===== src/rtl/pipeline_stall_ctrl_if.sv =====
// Hazard-source inputs and stage-register control outputs of the stall sequencer.
interface pipeline_stall_ctrl_if #(
    parameter int PERF_W = 16
);
    logic              in_idex_memread;
    logic [4:0]        in_idex_rd;
    logic [4:0]        in_ifid_rs1;
    logic [4:0]        in_ifid_rs2;
    logic              in_branch_taken;
    logic              in_mem_req;
    logic              in_mem_ready;
    logic              pcwrite;
    logic              ifidwrite;
    logic              ifidflush;
    logic              controlsel;
    logic              idexwrite;
    logic              exmemwrite;
    logic              memwbbubble;
    logic              out_timeout_err;
    logic [PERF_W-1:0] out_stall_count;

    // Pipeline side: reports hazards, consumes the enables.
    modport master (
        output in_idex_memread, in_idex_rd, in_ifid_rs1, in_ifid_rs2,
               in_branch_taken, in_mem_req, in_mem_ready,
        input  pcwrite, ifidwrite, ifidflush, controlsel, idexwrite,
               exmemwrite, memwbbubble, out_timeout_err, out_stall_count
    );

    // Sequencer side.
    modport slave (
        input  in_idex_memread, in_idex_rd, in_ifid_rs1, in_ifid_rs2,
               in_branch_taken, in_mem_req, in_mem_ready,
        output pcwrite, ifidwrite, ifidflush, controlsel, idexwrite,
               exmemwrite, memwbbubble, out_timeout_err, out_stall_count
    );
endinterface


===== src/rtl/pipeline_stall_ctrl.sv =====
// Stall/flush sequencer for a 5-stage pipeline: merges load-use, memory-wait
// and taken-branch hazards into stage enables, with a memory-wait watchdog
// and a saturating stall-cycle counter.
module pipeline_stall_ctrl #(
    parameter int MEM_TIMEOUT = 15,
    parameter int CNT_W       = 4,
    parameter int PERF_W      = 16
) (
    input  logic                  clk,
    input  logic                  rst,
    pipeline_stall_ctrl_if.slave  bus
);

    typedef enum logic [1:0] {RUN, WAIT, ERR} state_e;

    localparam logic [CNT_W-1:0]  TIMEOUT  = CNT_W'(MEM_TIMEOUT);
    localparam logic [PERF_W-1:0] PERF_MAX = '1;

    state_e              state_q, state_d;
    logic [CNT_W-1:0]    wait_cnt_q, wait_cnt_d;
    logic                err_q, err_d;
    logic [PERF_W-1:0]   stall_cnt_q, stall_cnt_d;

    logic freeze;
    logic loaduse;
    logic pcwrite, ifidwrite, ifidflush, controlsel;
    logic idexwrite, exmemwrite, memwbbubble;

    function automatic logic [PERF_W-1:0] sat_inc(input logic [PERF_W-1:0] v);
        return (v == PERF_MAX) ? v : v + PERF_W'(1);
    endfunction

    assign freeze  = bus.in_mem_req & ~bus.in_mem_ready;
    assign loaduse = bus.in_idex_memread & (bus.in_idex_rd != 5'd0) &
                     ((bus.in_idex_rd == bus.in_ifid_rs1) |
                      (bus.in_idex_rd == bus.in_ifid_rs2));

    // State, watchdog, sticky error flag and stall counter registers.
    always_ff @(posedge clk) begin
        if (rst) begin
            state_q     <= RUN;
            wait_cnt_q  <= '0;
            err_q       <= 1'b0;
            stall_cnt_q <= '0;
        end else begin
            state_q     <= state_d;
            wait_cnt_q  <= wait_cnt_d;
            err_q       <= err_d;
            stall_cnt_q <= stall_cnt_d;
        end
    end

    // Next state: count consecutive wait cycles, trap into ERR on timeout.
    always_comb begin
        state_d     = state_q;
        wait_cnt_d  = wait_cnt_q;
        err_d       = err_q;
        stall_cnt_d = pcwrite ? stall_cnt_q : sat_inc(stall_cnt_q);
        case (state_q)
            RUN: begin
                if (freeze) begin
                    state_d    = WAIT;
                    wait_cnt_d = CNT_W'(1);
                end
            end
            WAIT: begin
                if (freeze) begin
                    if (wait_cnt_q == TIMEOUT) begin
                        state_d = ERR;
                        err_d   = 1'b1;
                    end else begin
                        wait_cnt_d = wait_cnt_q + CNT_W'(1);
                    end
                end else begin
                    state_d    = RUN;
                    wait_cnt_d = '0;
                end
            end
            ERR: begin
                state_d = ERR;
            end
            default: begin
                state_d    = RUN;
                wait_cnt_d = '0;
            end
        endcase
    end

    // Outputs: reset > ERR > freeze > branch > load-use > normal.
    always_comb begin
        pcwrite     = 1'b1;
        ifidwrite   = 1'b1;
        ifidflush   = 1'b0;
        controlsel  = 1'b0;
        idexwrite   = 1'b1;
        exmemwrite  = 1'b1;
        memwbbubble = 1'b0;
        if (rst) begin
            pcwrite     = 1'b0;
            ifidwrite   = 1'b0;
            idexwrite   = 1'b0;
            exmemwrite  = 1'b0;
            ifidflush   = 1'b1;
            controlsel  = 1'b1;
            memwbbubble = 1'b1;
        end else if (state_q == ERR || freeze) begin
            pcwrite     = 1'b0;
            ifidwrite   = 1'b0;
            idexwrite   = 1'b0;
            exmemwrite  = 1'b0;
            memwbbubble = 1'b1;
        end else if (bus.in_branch_taken) begin
            // The ID instruction is flushed, so a load-use match there is moot.
            ifidflush  = 1'b1;
            controlsel = 1'b1;
        end else if (loaduse) begin
            pcwrite    = 1'b0;
            ifidwrite  = 1'b0;
            controlsel = 1'b1;
        end
    end

    assign bus.pcwrite         = pcwrite;
    assign bus.ifidwrite       = ifidwrite;
    assign bus.ifidflush       = ifidflush;
    assign bus.controlsel      = controlsel;
    assign bus.idexwrite       = idexwrite;
    assign bus.exmemwrite      = exmemwrite;
    assign bus.memwbbubble     = memwbbubble;
    assign bus.out_timeout_err = err_q;
    assign bus.out_stall_count = stall_cnt_q;

endmodule

===== src/flat_wrapper.sv =====
// flat-port wrapper written by rule: the top's interface ports become plain ports
module pipeline_stall_ctrl_flat 
#(
    parameter int MEM_TIMEOUT = 15,
    parameter int CNT_W       = 4,
    parameter int PERF_W      = 16
)
  (clk, rst, bus_in_idex_memread, bus_in_idex_rd, bus_in_ifid_rs1, bus_in_ifid_rs2, bus_in_branch_taken, bus_in_mem_req, bus_in_mem_ready, bus_pcwrite, bus_ifidwrite, bus_ifidflush, bus_controlsel, bus_idexwrite, bus_exmemwrite, bus_memwbbubble, bus_out_timeout_err, bus_out_stall_count);
  pipeline_stall_ctrl_if #(.PERF_W(PERF_W)) bus_i ();
  input  logic clk;
  input  logic rst;
  input wire logic [$bits(bus_i.in_idex_memread)-1:0] bus_in_idex_memread;
  input wire logic [$bits(bus_i.in_idex_rd)-1:0] bus_in_idex_rd;
  input wire logic [$bits(bus_i.in_ifid_rs1)-1:0] bus_in_ifid_rs1;
  input wire logic [$bits(bus_i.in_ifid_rs2)-1:0] bus_in_ifid_rs2;
  input wire logic [$bits(bus_i.in_branch_taken)-1:0] bus_in_branch_taken;
  input wire logic [$bits(bus_i.in_mem_req)-1:0] bus_in_mem_req;
  input wire logic [$bits(bus_i.in_mem_ready)-1:0] bus_in_mem_ready;
  output wire logic [$bits(bus_i.pcwrite)-1:0] bus_pcwrite;
  output wire logic [$bits(bus_i.ifidwrite)-1:0] bus_ifidwrite;
  output wire logic [$bits(bus_i.ifidflush)-1:0] bus_ifidflush;
  output wire logic [$bits(bus_i.controlsel)-1:0] bus_controlsel;
  output wire logic [$bits(bus_i.idexwrite)-1:0] bus_idexwrite;
  output wire logic [$bits(bus_i.exmemwrite)-1:0] bus_exmemwrite;
  output wire logic [$bits(bus_i.memwbbubble)-1:0] bus_memwbbubble;
  output wire logic [$bits(bus_i.out_timeout_err)-1:0] bus_out_timeout_err;
  output wire logic [$bits(bus_i.out_stall_count)-1:0] bus_out_stall_count;
  assign bus_i.in_idex_memread = bus_in_idex_memread;
  assign bus_i.in_idex_rd = bus_in_idex_rd;
  assign bus_i.in_ifid_rs1 = bus_in_ifid_rs1;
  assign bus_i.in_ifid_rs2 = bus_in_ifid_rs2;
  assign bus_i.in_branch_taken = bus_in_branch_taken;
  assign bus_i.in_mem_req = bus_in_mem_req;
  assign bus_i.in_mem_ready = bus_in_mem_ready;
  assign bus_pcwrite = bus_i.pcwrite;
  assign bus_ifidwrite = bus_i.ifidwrite;
  assign bus_ifidflush = bus_i.ifidflush;
  assign bus_controlsel = bus_i.controlsel;
  assign bus_idexwrite = bus_i.idexwrite;
  assign bus_exmemwrite = bus_i.exmemwrite;
  assign bus_memwbbubble = bus_i.memwbbubble;
  assign bus_out_timeout_err = bus_i.out_timeout_err;
  assign bus_out_stall_count = bus_i.out_stall_count;
  pipeline_stall_ctrl #(.MEM_TIMEOUT(MEM_TIMEOUT), .CNT_W(CNT_W), .PERF_W(PERF_W)) u_core (.clk(clk), .rst(rst), .bus(bus_i));
endmodule

===== config.mk =====
export PLATFORM = sky130hd
export DESIGN_NAME = pipeline_stall_ctrl_flat
export DESIGN_NICKNAME = d
export VERILOG_FILES = /design/src/rtl/pipeline_stall_ctrl_if.sv /design/src/rtl/pipeline_stall_ctrl.sv /design/src/flat_wrapper.sv
export SDC_FILE = /design/constraint.sdc
export NUM_CORES = 1
export LEC_CHECK = 0
export BUFFER_PORTS_ARGS = -buffer_cell sky130_fd_sc_hd__buf_2
export CORE_MARGIN = 3
export CORE_UTILIZATION = 49
export DETAILED_ROUTE_END_ITERATION = 10
export PLACE_DENSITY = 0.79
export SYNTH_ARGS = -nofsm -noshare
export SYNTH_HDL_FRONTEND = slang
export SYNTH_SLANG_ARGS = --single-unit

===== constraint.sdc =====
create_clock -name clk -period 2.5 [get_ports clk]
set_input_delay 0.25 -clock clk [delete_from_list [all_inputs] [get_ports clk]]
set_output_delay 0.25 -clock clk [all_outputs]
set_load 0.005 [all_outputs]

==> impl_metrics.env <==
export IMPL_status="finished clean"
export IMPL_grt_pass1_wl_mm=4.97
export IMPL_max_slew_margin_rel_pct=66.3
export IMPL_numCtsBuffers=3
export IMPL_nets=232
export IMPL_dr_pass1_iters=4
export IMPL_cts_resized=0
export IMPL_wl_met1_mm=1.36
export IMPL_ys_flop_type="dfxtp_1"
export IMPL_antenna_found_initial=0
export IMPL_skew_ns=0.00538
export IMPL_fin_area_um2=1540
export IMPL_p_sw_uw=171
export IMPL_syn_num_nets=189
export IMPL_min_path_type="input pin to flip-flop"
export IMPL_yosysWarnings=0
export IMPL_core_rowCount=17
export IMPL_dieArea_um2=3290
export IMPL_yosysTopAreaCell="dfxtp_1"
export IMPL_leakage_nw=0.603
export IMPL_synth_compound_area_share_pct=18.1
export IMPL_synthAdderAreaFrac_pct=1.94
export IMPL_initial_core_util_pct=54.7
export IMPL_grt_pass1_vias=1151
export IMPL_hold_violations=0
export IMPL_route_detailed_drc=0
export IMPL_synth_top_area_share_pct=35.6
export IMPL_setup_viol=0
export IMPL_final_cells=236
export IMPL_vias=1334
export IMPL_wirelength_mm=3.01
export IMPL_crit_path_max_fanout=12
export IMPL_grt_max_degree=27
export IMPL_dr_wl_met3_um=258
export IMPL_postRouteAntennaNets=0
export IMPL_placed_area_um2=1510
export IMPL_synth_distinct_cells=37
export IMPL_power_per_cell_area_nw_per_um2=427
export IMPL_synth_top_family_by_area="simple AND/OR/NAND/NOR gates"
export IMPL_synthTopCellsByArea="dfxtp_1 36%, a21oi_1 7.0%, xnor2_1 6.8%"
export IMPL_cts_setup_buffers=0
export IMPL_antennaDiodeCount=0
export IMPL_endpoint_kind="flip-flop"
export IMPL_share_comb_of_total_power_pct=15.9
export IMPL_fp_dieH_um=57.4
export IMPL_postLayoutCoreUtil_pct=65.1
export IMPL_syn_area_per_cell_um2=7.79
export IMPL_top_layer="met4"
export IMPL_place_gp_congestion=0.787
export IMPL_die_w_um=57.4
export IMPL_period_share_pct=84.4
export IMPL_tns_ns=0
export IMPL_syn2layout_area_growth_pct=18.9
export IMPL_numPlacedInstances=232
export IMPL_htreeDepth=1
export IMPL_clock_latency_ns=0.31
export IMPL_wl_met2_mm=1.36
export IMPL_initialDrtViolationCount=63
export IMPL_asyncSetResetFlopFracSynth_pct=0
export IMPL_coreArea_um2=2360
export IMPL_cts_root_buf="clkbuf_4"
export IMPL_cts_clk_slew_worst_paths_ns=0.12
export IMPL_viasPerCell=5.65
export IMPL_drive_gt1_share_pct=26.0
export IMPL_n_fill_cell=220
export IMPL_synth_edf_count=0
export IMPL_cts_sinks=23
export IMPL_tightest_slew_ns=0.501
export IMPL_p_clk_share_pct=25.7
export IMPL_cts_tree="done"
export IMPL_cellInternalPower_uw=485
export IMPL_cts_max_path_buffers=2
export IMPL_swShare_pct=26.1
export IMPL_syn_cell_area_um2=1290
export IMPL_min_period_ns=2.11
export IMPL_startpoint_type="flip-flop"
export IMPL_worstPathArrival_ns=2.30
export IMPL_overflow=0
export IMPL_yosys_area_share_simple_pct=29.1
export IMPL_synth_xor_area_share_pct=7.45
export IMPL_seqPwrFrac_pct=58.4
export IMPL_drv_cap=0
export IMPL_synth_area_mux_share_pct=1.94
export IMPL_drv_slew=0
export IMPL_synthCells=166
export IMPL_worst_setup_path_type="flip-flop to flip-flop"
export IMPL_vdd_drop_max_v=0.000321
export IMPL_wl_per_cell_um=12.8
export IMPL_cts_hold_buffers=0
export IMPL_numPortBuffers=44
export IMPL_ios=45
export IMPL_rsz0062_at_grt="no"
export IMPL_track_usage_pct=18.3
export IMPL_ys_seq_area_share_pct=35.6
export IMPL_dpl_hpwl_mm=2.27
export IMPL_critPathRequiredTime_ns=2.69
export IMPL_ys_ff_latch=23
export IMPL_fmax_mhz=474
## critical path, stage by stage, from the launching register on
cell     delay [ns]
dfxtp_1        0.43
ha_1           0.28
nand4_1        0.12
nor4_1         0.39
nor3b_1        0.12
a21oi_2        0.21
buf_4          0.21
mux2i_1        0.19
nor2_1         0.05
## cell families after synthesis
kind of cell    count (synthesis)
compound gates                 42
xor+xnor                       11
fa+ha+maj                       2
buf+inv                        14
flops                          23
mux                             2
simple gates                   72
## cell type report
class                   count  area [um2]  area share [%]
inverters                   6        22.5            1.47
clock buffers               4        26.3            1.71
flip-flops and latches     23         460            30.0
well taps                  28        35.0            2.28
multi-input cells         129         757            49.3
repair buffers             46         235            15.3
## synthesized netlist by cell type (2+ instances only)
library cell	instances
a21oi_1	18
buf_4	4
clkbuf_1	3
dfxtp_1	23
ha_1	2
inv_1	6
nand2_1	11
nand3_1	11
nand4_1	5
nor2_1	15
nor2b_1	4
nor3_1	3
o21ai_0	7
o21ai_1	8
or2_2	2
or3_1	13
or4_1	2
xnor2_1	10
## stage by stage
step           worst slack (ns)  total power, mW  hold slack (ns)
2_1_floorplan             0.620            0.456            0.465
3_3_place_gp              0.490            0.491            0.448
3_5_place_dp              0.431            0.495            0.461
4_1_cts                   0.411            0.665            0.349
5_1_grt                   0.134            0.693            0.374
6_report                  0.389            0.656            0.359
## flip-flops by register name, indices dropped and copies added (netlist names)
signal and flops:
u_core.state_q 2, u_core.bus.out_timeout_err 1, u_core.bus.out_stall_count 16, u_core.wait_cnt_q 4
## routing by layer
| metal | vias up | GRT usage (%) |
|---|---|---|
| met4 | 0 | 4.97 |
| met3 | 4 | 3.85 |
| met5 | - | 0 |
| met1 | 594 | 24.6 |
| li1 | 679 | - |
| met2 | 57 | 29.7 |
## placed cells by master (no fill, tap or decap), types with 2 or more instances in the layout
cell type / count
nor3_1: 3
ha_1: 2
nand4_1: 5
o21ai_0: 7
nor2_1: 15
inv_1: 6
clkbuf_4: 3
or2_2: 2
xnor2_1: 10
nand3_1: 11
buf_2: 44
nand2_1: 11
or4_1: 2
o21ai_1: 8
buf_4: 2
or3_1: 13
nor2b_1: 4
dfxtp_1: 23
a21oi_1: 18
## power by group through the flow
stage               Clock (mW)  Combinational, mW  Sequential [mW]
floorplan                    0             0.0663            0.390
global placement             0              0.100            0.390
detailed placement           0              0.104            0.391
CTS                      0.177              0.105            0.383
global route             0.192              0.116            0.384
finish                   0.169              0.105            0.383
## worst paths after layout
check             slack, ns                          start  depth (start not counted)                             to
setup / recovery       0.39  u_core.bus.out_stall_count[0]                          8  u_core.bus.out_stall_count[1]
hold / removal         0.36                            rst                          2              u_core.state_q[1]
setup reg to reg       0.39  u_core.bus.out_stall_count[0]                          8  u_core.bus.out_stall_count[1]
hold reg to reg        0.48     u_core.bus.out_timeout_err                          2     u_core.bus.out_timeout_err
Note: power is estimated with default switching activity, not from simulation.
